### config.mk
export PLATFORM = sky130hd
export DESIGN_NAME = compare_search
export DESIGN_NICKNAME = d
export VERILOG_FILES = /design/src/rtl/compare_search_pkg.sv /design/src/rtl/compare_search_resp_decode.sv /design/src/rtl/compare_search.sv
export SDC_FILE = /design/constraint.sdc
export NUM_CORES = 1
export LEC_CHECK = 0
export CORE_MARGIN = 4
export CORE_UTILIZATION = 30
export CTS_BUF_LIST = sky130_fd_sc_hd__clkbuf_8
export DETAILED_ROUTE_END_ITERATION = 7
export DONT_BUFFER_PORTS = 1
export PLACE_DENSITY_LB_ADDON = 0.08
export SETUP_SLACK_MARGIN = 0.2
export SYNTH_ARGS = -nofsm -noshare
export SYNTH_HDL_FRONTEND = slang
export SYNTH_HIERARCHICAL = 1
export SYNTH_SLANG_ARGS = --single-unit
### constraint.sdc
create_clock -name clk -period 5.14 [get_ports clk]
set_clock_uncertainty 0.1 [all_clocks]
set_input_delay 0.514 -clock clk [delete_from_list [all_inputs] [get_ports clk]]
set_output_delay 0.514 -clock clk [all_outputs]
set_load 0.02 [all_outputs]
### src/rtl/compare_search_pkg.sv
// compare_search_pkg
//   Shared types for the comparator-driven binary search:
//     state_e : search controller states (IDLE, PROBE, DONE)
//     resp_e  : decoded comparator response (RESP_LT, RESP_GT, RESP_EQ, RESP_BAD)
package compare_search_pkg;

  typedef enum logic [1:0] {
    IDLE  = 2'd0,
    PROBE = 2'd1,
    DONE  = 2'd2
  } state_e;

  typedef enum logic [1:0] {
    RESP_LT  = 2'd0,
    RESP_GT  = 2'd1,
    RESP_EQ  = 2'd2,
    RESP_BAD = 2'd3
  } resp_e;

endpackage

### src/rtl/compare_search_resp_decode.sv
// cmp_resp_decode
//   Maps the external comparator flags to a single response code.
//   Ports:
//     l, g, e : comparator flags (cand<target, cand>target, cand==target)
//     resp    : RESP_LT / RESP_GT / RESP_EQ when exactly one flag is high,
//               RESP_BAD for none or more than one
module cmp_resp_decode
  import compare_search_pkg::*;
(
  input  logic  l,
  input  logic  g,
  input  logic  e,
  output resp_e resp
);

  always_comb begin
    resp = RESP_BAD;
    case ({l, g, e})
      3'b100:  resp = RESP_LT;
      3'b010:  resp = RESP_GT;
      3'b001:  resp = RESP_EQ;
      default: resp = RESP_BAD;
    endcase
  end

endmodule

### src/rtl/compare_search.sv
// compare_search
//   Binary search for a hidden target using an external comparator.
//   Optional feature macro: SEARCH_PROBE_CNT_EN (adds the probes output).
//   Ports:
//     clk, rst      : clock, synchronous active-high reset
//     start         : begin a search (only honoured in IDLE)
//     cand          : current probe value presented to the comparator
//     l, g, e       : comparator response for cand vs target
//     busy          : high while probing
//     done          : one-cycle pulse when a search ends
//     found, err    : outcome flags, held until the next start
//     result        : located value, held until the next start
//     probes        : (SEARCH_PROBE_CNT_EN only) responses sampled this search
module compare_search
  import compare_search_pkg::*;
#(
  parameter int unsigned WIDTH = 3
) (
  input  logic             clk,
  input  logic             rst,
  input  logic             start,
  output logic [WIDTH-1:0] cand,
  input  logic             l,
  input  logic             g,
  input  logic             e,
  output logic             busy,
  output logic             done,
  output logic             found,
  output logic             err,
  output logic [WIDTH-1:0] result
`ifdef SEARCH_PROBE_CNT_EN
  ,
  output logic [$clog2(WIDTH+2)-1:0] probes
`endif
);

  localparam logic [WIDTH-1:0] MAX_V = '1;
  localparam logic [WIDTH-1:0] ONE_V = WIDTH'(1);

  // Sum is formed one bit wider so lo=hi=MAX cannot wrap.
  function automatic logic [WIDTH-1:0] midpoint(input logic [WIDTH-1:0] lo,
                                                input logic [WIDTH-1:0] hi);
    logic [WIDTH:0] sum;
    sum = {1'b0, lo} + {1'b0, hi};
    return sum[WIDTH:1];
  endfunction

  state_e           state_q, state_d;
  logic [WIDTH-1:0] lo_q, lo_d;
  logic [WIDTH-1:0] hi_q, hi_d;
  logic [WIDTH-1:0] cand_q, cand_d;
  logic [WIDTH-1:0] result_q, result_d;
  logic             found_q, found_d;
  logic             err_q, err_d;
  resp_e            resp;

`ifdef SEARCH_PROBE_CNT_EN
  localparam int unsigned PW = $clog2(WIDTH+2);
  logic [PW-1:0] probes_q, probes_d;
`endif

  cmp_resp_decode u_decode (
    .l    (l),
    .g    (g),
    .e    (e),
    .resp (resp)
  );

  always_comb begin
    state_d  = state_q;
    lo_d     = lo_q;
    hi_d     = hi_q;
    cand_d   = cand_q;
    result_d = result_q;
    found_d  = found_q;
    err_d    = err_q;
`ifdef SEARCH_PROBE_CNT_EN
    probes_d = probes_q;
`endif
    case (state_q)
      IDLE: begin
        if (start) begin
          lo_d     = '0;
          hi_d     = MAX_V;
          cand_d   = midpoint('0, MAX_V);
          result_d = '0;
          found_d  = 1'b0;
          err_d    = 1'b0;
          state_d  = PROBE;
`ifdef SEARCH_PROBE_CNT_EN
          probes_d = '0;
`endif
        end
      end
      PROBE: begin
`ifdef SEARCH_PROBE_CNT_EN
        probes_d = probes_q + PW'(1);
`endif
        case (resp)
          RESP_EQ: begin
            result_d = cand_q;
            found_d  = 1'b1;
            state_d  = DONE;
          end
          RESP_LT: begin
            if (cand_q == MAX_V) begin
              err_d   = 1'b1;
              found_d = 1'b0;
              state_d = DONE;
            end else begin
              lo_d   = cand_q + ONE_V;
              cand_d = midpoint(cand_q + ONE_V, hi_q);
            end
          end
          RESP_GT: begin
            if (cand_q == '0) begin
              err_d   = 1'b1;
              found_d = 1'b0;
              state_d = DONE;
            end else begin
              hi_d   = cand_q - ONE_V;
              cand_d = midpoint(lo_q, cand_q - ONE_V);
            end
          end
          default: begin
            err_d   = 1'b1;
            found_d = 1'b0;
            state_d = DONE;
          end
        endcase
      end
      DONE:    state_d = IDLE;
      default: state_d = IDLE;
    endcase
  end

  always_ff @(posedge clk) begin
    if (rst) begin
      state_q  <= IDLE;
      lo_q     <= '0;
      hi_q     <= '0;
      cand_q   <= '0;
      result_q <= '0;
      found_q  <= 1'b0;
      err_q    <= 1'b0;
`ifdef SEARCH_PROBE_CNT_EN
      probes_q <= '0;
`endif
    end else begin
      state_q  <= state_d;
      lo_q     <= lo_d;
      hi_q     <= hi_d;
      cand_q   <= cand_d;
      result_q <= result_d;
      found_q  <= found_d;
      err_q    <= err_d;
`ifdef SEARCH_PROBE_CNT_EN
      probes_q <= probes_d;
`endif
    end
  end

  assign cand   = cand_q;
  assign result = result_q;
  assign found  = found_q;
  assign err    = err_q;
  assign busy   = (state_q == PROBE);
  assign done   = (state_q == DONE);
`ifdef SEARCH_PROBE_CNT_EN
  assign probes = probes_q;
`endif

endmodule

### Word level (Yosys, flattened, before mapping)

Cells that the tools add are included.

* latch bits: 0
* memory bits (writable): 0
* memory bits (read-only): 0
* word-level logic and storage cells: 72
* memories: 0
* register bits: 16

* bitwise logic cells: 0
* div/mod/pow operators: 0
* $lt $le $gt $ge: 0
* add/sub/neg operators: 4
* shifts and indexed selects: 0
* muxes and demuxes: 30
* $mul: 0
* reduce and logical (&&, ||, !) cells: 11
* eq/ne operators: 20

Operators by type and width (count)
* $mux W3: 10
* $pmux W3 S2: 5
* $ne A3 B3 Y1 const B: 4
* $reduce_and A4 Y1: 3
* $reduce_and A5 Y1: 2
* $add A3 B3 Y4: 2
* $ne A2 B2 Y1 const B: 4
* $pmux W2 S2: 2
* $eq A3 B3 Y1 const B: 2
* $mux W2: 3
* $ne A2 B1 Y1 const B: 3
* $pmux W1 S3: 2
* $pmux W2 S3: 1
* $reduce_and A3 Y1: 2
* $mux W1: 5
* $eq A2 B1 Y1 const B: 2
* $eq A2 B2 Y1 const B: 2
* $logic_not A2 Y1: 2
* $pmux W1 S2: 2
* $add A3 B1 Y3 const B: 1
* $eq A3 B1 Y1 const B: 1
* $eq A3 B2 Y1 const B: 1
* $logic_not A3 Y1: 1
* $ne A3 B1 Y1 const B: 1
* 2 further kinds: 2

### Logic depth before layout (Yosys ltp)

* word-level depth: 5
* gate-level depth with buffers: 9

### By module

Netlist, hierarchy kept.

By module, submodules not included
* compare_search: times used 1, cells each 107, seq. area each 320.3 um2, area each 944.7 um2
* cmp_resp_decode: times used 1, cells each 4, seq. area each 0.0 um2, area each 30.0 um2

### Least setup slack after synthesis

OpenSTA, ideal clock, no wires.

* path kind: flip-flop to flip-flop
* from: register cand_q[0], in the netlist cand[0]
* to: register cand_q[2], in the netlist cand[2]
* arrival time: 2048 ps
* clock period less this slack: 2218 ps
* stages on the path, launching flop included: 8
* buffers on the path: 0
* setup slack: 2922 ps
* required time: 4970 ps
* cells stage by stage: dfxtp_1 ha_1 ha_1 or4b_4 a21oi_4 nor2_2 or3b_1 a21oi_1

* word-level cells in the longest chain between the ends: 5
* elaborated cells on any way between the ends: 13
* classes of those cells: 4 x add/sub; 3 x eq/ne; 4 x mux; 2 x reduce/logical

RTL lines
* from (decl): line compare_search.sv:51 `logic [WIDTH-1:0] cand_q, cand_d;`
* from (signal assigned): line compare_search.sv:153 `cand_q <= cand_d;`
* $sub A3 B1 Y3 / $add A3 B1 Y3 (equally long branches): line compare_search.sv:122, compare_search.sv:112
* $add A3 B3 Y4: line compare_search.sv:44 `sum = {1'b0, lo} + {1'b0, hi};`
* $mux W3, on equally long branches: line compare_search.sv:116, compare_search.sv:106
* $pmux W3 S2: line compare_search.sv:99 `case (resp)`
* $pmux W3 S2: line compare_search.sv:80 `case (state_q)`

Several ways; a longest one is shown, not always the timed one. The select of a mux whose other input is x is not followed.
A chain may end at the register's enable or synchronous reset.

### Final worst setup path

Same ends and word-level chain as after synthesis.

==> flow_metrics.env <==
export IMPL_status="completed"
export IMPL_grt_pass1_wl_mm=4.00
export IMPL_pwr_share_clk_pct=35.0
export IMPL_power_static_leakage_nw=0.431
export IMPL_clk_pin_slew_worst_paths_ns=0.07
export IMPL_power_switching_share_pct=30.6
export IMPL_power_density_mw_per_mm2=309
export IMPL_r2r_start="cand[0]$_SDFFE_PP0P_"
export IMPL_power_frac_comb_pct=21.5
export IMPL_placement_io_buffers=0
export IMPL_design_power_total_mw=0.331
export IMPL_overflow=0
export IMPL_routed_wirelength_mm=2.40
export IMPL_peakVddDrop_mv=0.148
export IMPL_detailedPlacementHpwl_mm=1.81
export IMPL_worstPathArrival_ns=2.54
export IMPL_worst_pin_slew_ns=0.579
export IMPL_syn_mean_instance_area_um2=8.78
export IMPL_tritoncts="built"
export IMPL_final_clock_period_utilization_by_the_worst_path_pct=47.7
export IMPL_cts_inserted_buffers=3
export IMPL_globalRouteTotalUtil_pct=12.8
export IMPL_via_count_of_the_first_global_routing_pass=785
export IMPL_syn_to_final_growth_pct=9.63
export IMPL_ys_types=35
export IMPL_start_kind="flip-flop"
export IMPL_postSynthNetCount=127
export IMPL_die_x_um=65
export IMPL_post_drt_wl_per_cell_um=15.5
export IMPL_final_hold_viol_count=0
export IMPL_fin_nets=128
export IMPL_antenna_violations_before_repair=0
export IMPL_first_pass_iters=4
export IMPL_drive_above_1_share_pct=9.01
export IMPL_maxCapViolations=0
export IMPL_worstHoldPathType="primary input to flip-flop"
export IMPL_post_drt_via_cell_ratio=4.99
export IMPL_floorplan_rows=20
export IMPL_post_cts_setup_buffer_count=0
export IMPL_vias=774
export IMPL_rsz0062_at_grt="false"
export IMPL_critPathKind="flip-flop to flip-flop"
export IMPL_p_sw_mw=0.101
export IMPL_gate_count_post_synth=111
export IMPL_cp_data_required_time_ns=5.23
export IMPL_slew_limit_headroom_pct=61.3
export IMPL_worst_r2r_setup_slack_ns=2.69
export IMPL_worstPathMaxFanout=7
export IMPL_antenna_diode_count=0
export IMPL_cts_sinks=16
export IMPL_syn_cell_area_um2=975
export IMPL_ctsResizeCount=0
export IMPL_detailedRoute_firstIterationViolations=22
export IMPL_totalNegativeSetupSlack_ns=0
export IMPL_cts_max_level=1
export IMPL_gp_congestion=0.738
export IMPL_cellInternalPower_mw=0.229
export IMPL_endpoint_kind="flip-flop"
export IMPL_pin_count=16
export IMPL_yosysWarnings=6
export IMPL_remaining_routing_drc_violations=0
export IMPL_critPathLaunch="cand[0]$_SDFFE_PP0P_"
export IMPL_cts_hold_repair_buffers=0
export IMPL_clock_latency_ns=0.25
export IMPL_finalSetupViolations=0
export IMPL_clk_root_buffer_cell="sky130_fd_sc_hd__clkbuf_8"
export IMPL_antenna_violating_nets_remaining=0
export IMPL_layout_min_cycle_time_ns=2.45
export IMPL_postSynthRegisterBits=16
export IMPL_holdCritStartpoint="rst"
export IMPL_dieHeight_um=65
export IMPL_floorplan_initialDensity_pct=31.7
export IMPL_synth_yosys_seq_area_share_pct=32.9
export IMPL_clockBufferDepth=2
export IMPL_core_area_mm2=0.00308
export IMPL_grt_start_max_net_pins=17
export IMPL_fp_dieArea_mm2=0.00423
export IMPL_seq_power_share_pct=43.5
export IMPL_final_max_slew_violation_count=0
export IMPL_clock_fmax_mhz=408
==> critical path, cell delays in order, from the launching register on <==
cell	delay [ns]
sky130_fd_sc_hd__dfxtp_1	0.58
sky130_fd_sc_hd__inv_1	0.18
sky130_fd_sc_hd__ha_1	0.46
sky130_fd_sc_hd__inv_1	0.12
sky130_fd_sc_hd__ha_1	0.29
sky130_fd_sc_hd__a21o_1	0.11
sky130_fd_sc_hd__a211oi_1	0.06
sky130_fd_sc_hd__or3b_1	0.37
sky130_fd_sc_hd__a21oi_1	0.12
==> power by group through the flow <==
| stage | clock network [mW] | registers [mW] | logic, mW |
|---|---|---|---|
| after floorplan | 0 | 0.144 | 0.0596 |
| after detailed placement | 0 | 0.147 | 0.0710 |
| after CTS | 0.120 | 0.144 | 0.0720 |
| final | 0.116 | 0.144 | 0.0711 |
| after global placement | 0 | 0.146 | 0.0715 |
| after global routing | 0.127 | 0.145 | 0.0810 |
==> final timing paths <==
kind,to,depth (start not counted)
worst max-delay path,cand[2]$_SDFFE_PP0P_,8
worst min-delay path,hi_q[0]$_SDFFE_PP0P_,1
worst min register to register,lo_q[2]$_SDFFE_PP0P_,2
worst max register to register,cand[2]$_SDFFE_PP0P_,8
==> Yosys cell counts, drive strengths merged <==
master	instances	area (um2)
a211oi	4	30.0
a21oi	9	56.3
nor3	9	56.3
clkbuf	2	7.51
or3b	1	8.76
fa	2	40.0
inv	4	15.0
nand2b	8	50.1
or2	1	6.26
a21o	1	7.51
xor2	4	35.0
nor4	2	12.5
xnor2	1	8.76
clkinv	1	3.75
mux2i	1	10.0
nor3b	1	7.51
o21a	1	7.51
a31oi	3	18.8
dfxtp	16	320
and3	1	6.26
nor2b	4	25.0
o22ai	2	12.5
nor2	10	40.0
or4b	1	13.8
mux2	1	11.3
and2b	2	15.0
buf	2	8.75
nand3	3	15.0
nand2	5	18.8
ha	8	100
or3	1	6.26
==> state kept, by name, indices dropped and copies added (netlist names) <==
register / flops
cand: 3
hi_q: 3
lo_q: 3
result: 3
state_q: 2
err: 1
found: 1
==> layer usage <==
metal	GRT usage, %	wire length (um)
met5	0	0
met4	3.96	19
met3	5.89	210
met2	20.6	1110
met1	15.0	1060
==> cell type report <==
cell class | instances | area (um2)
Multi-Input combinational cell | 86 | 619
Fill cell | 339 | 2010
Inverter | 5 | 18.8
Sequential cell | 16 | 320
Clock buffer | 4 | 55.1
Tap cell | 44 | 55.1
==> per-stage QoR <==
step	util, %	cells	setup WS, ns	hold slack, ns	area (um2)
after global placement	32.9	151	2.69	0.362	1010
after CTS	34.7	155	2.68	0.213	1070
after detailed placement	32.9	151	2.70	0.358	1010
after floorplan	-	111	2.92	0.350	975
after global routing	34.7	155	2.51	0.206	1070
final	34.7	155	2.69	0.219	1070
==> layout by cell type, fill, tap and decap left out, types with 4 or more instances in the layout <==
master / n
sky130_fd_sc_hd__dfxtp_1: 16
sky130_fd_sc_hd__nor2_1: 9
sky130_fd_sc_hd__nand2b_1: 8
sky130_fd_sc_hd__nor3_1: 8
sky130_fd_sc_hd__a21oi_1: 8
sky130_fd_sc_hd__ha_1: 8
sky130_fd_sc_hd__nand2_1: 5
sky130_fd_sc_hd__inv_1: 4
sky130_fd_sc_hd__nor2b_1: 4
sky130_fd_sc_hd__xor2_1: 4
sky130_fd_sc_hd__a211oi_1: 4
sky130_fd_sc_hd__clkbuf_8: 4
==> kinds of logic after synthesis <==
kind of cell / after synthesis / synth area share, %
DFF: 16 / 32.9
muxes: 2 / 2.18
and+or+nand+nor: 49 / 28.9
AOI/OAI and AO/OA: 20 / 13.6
buffers and inverters: 9 / 3.59
adders and majority gates: 10 / 14.4
xor gates and xnor gates: 5 / 4.49
(Power assumes the default switching activity.)
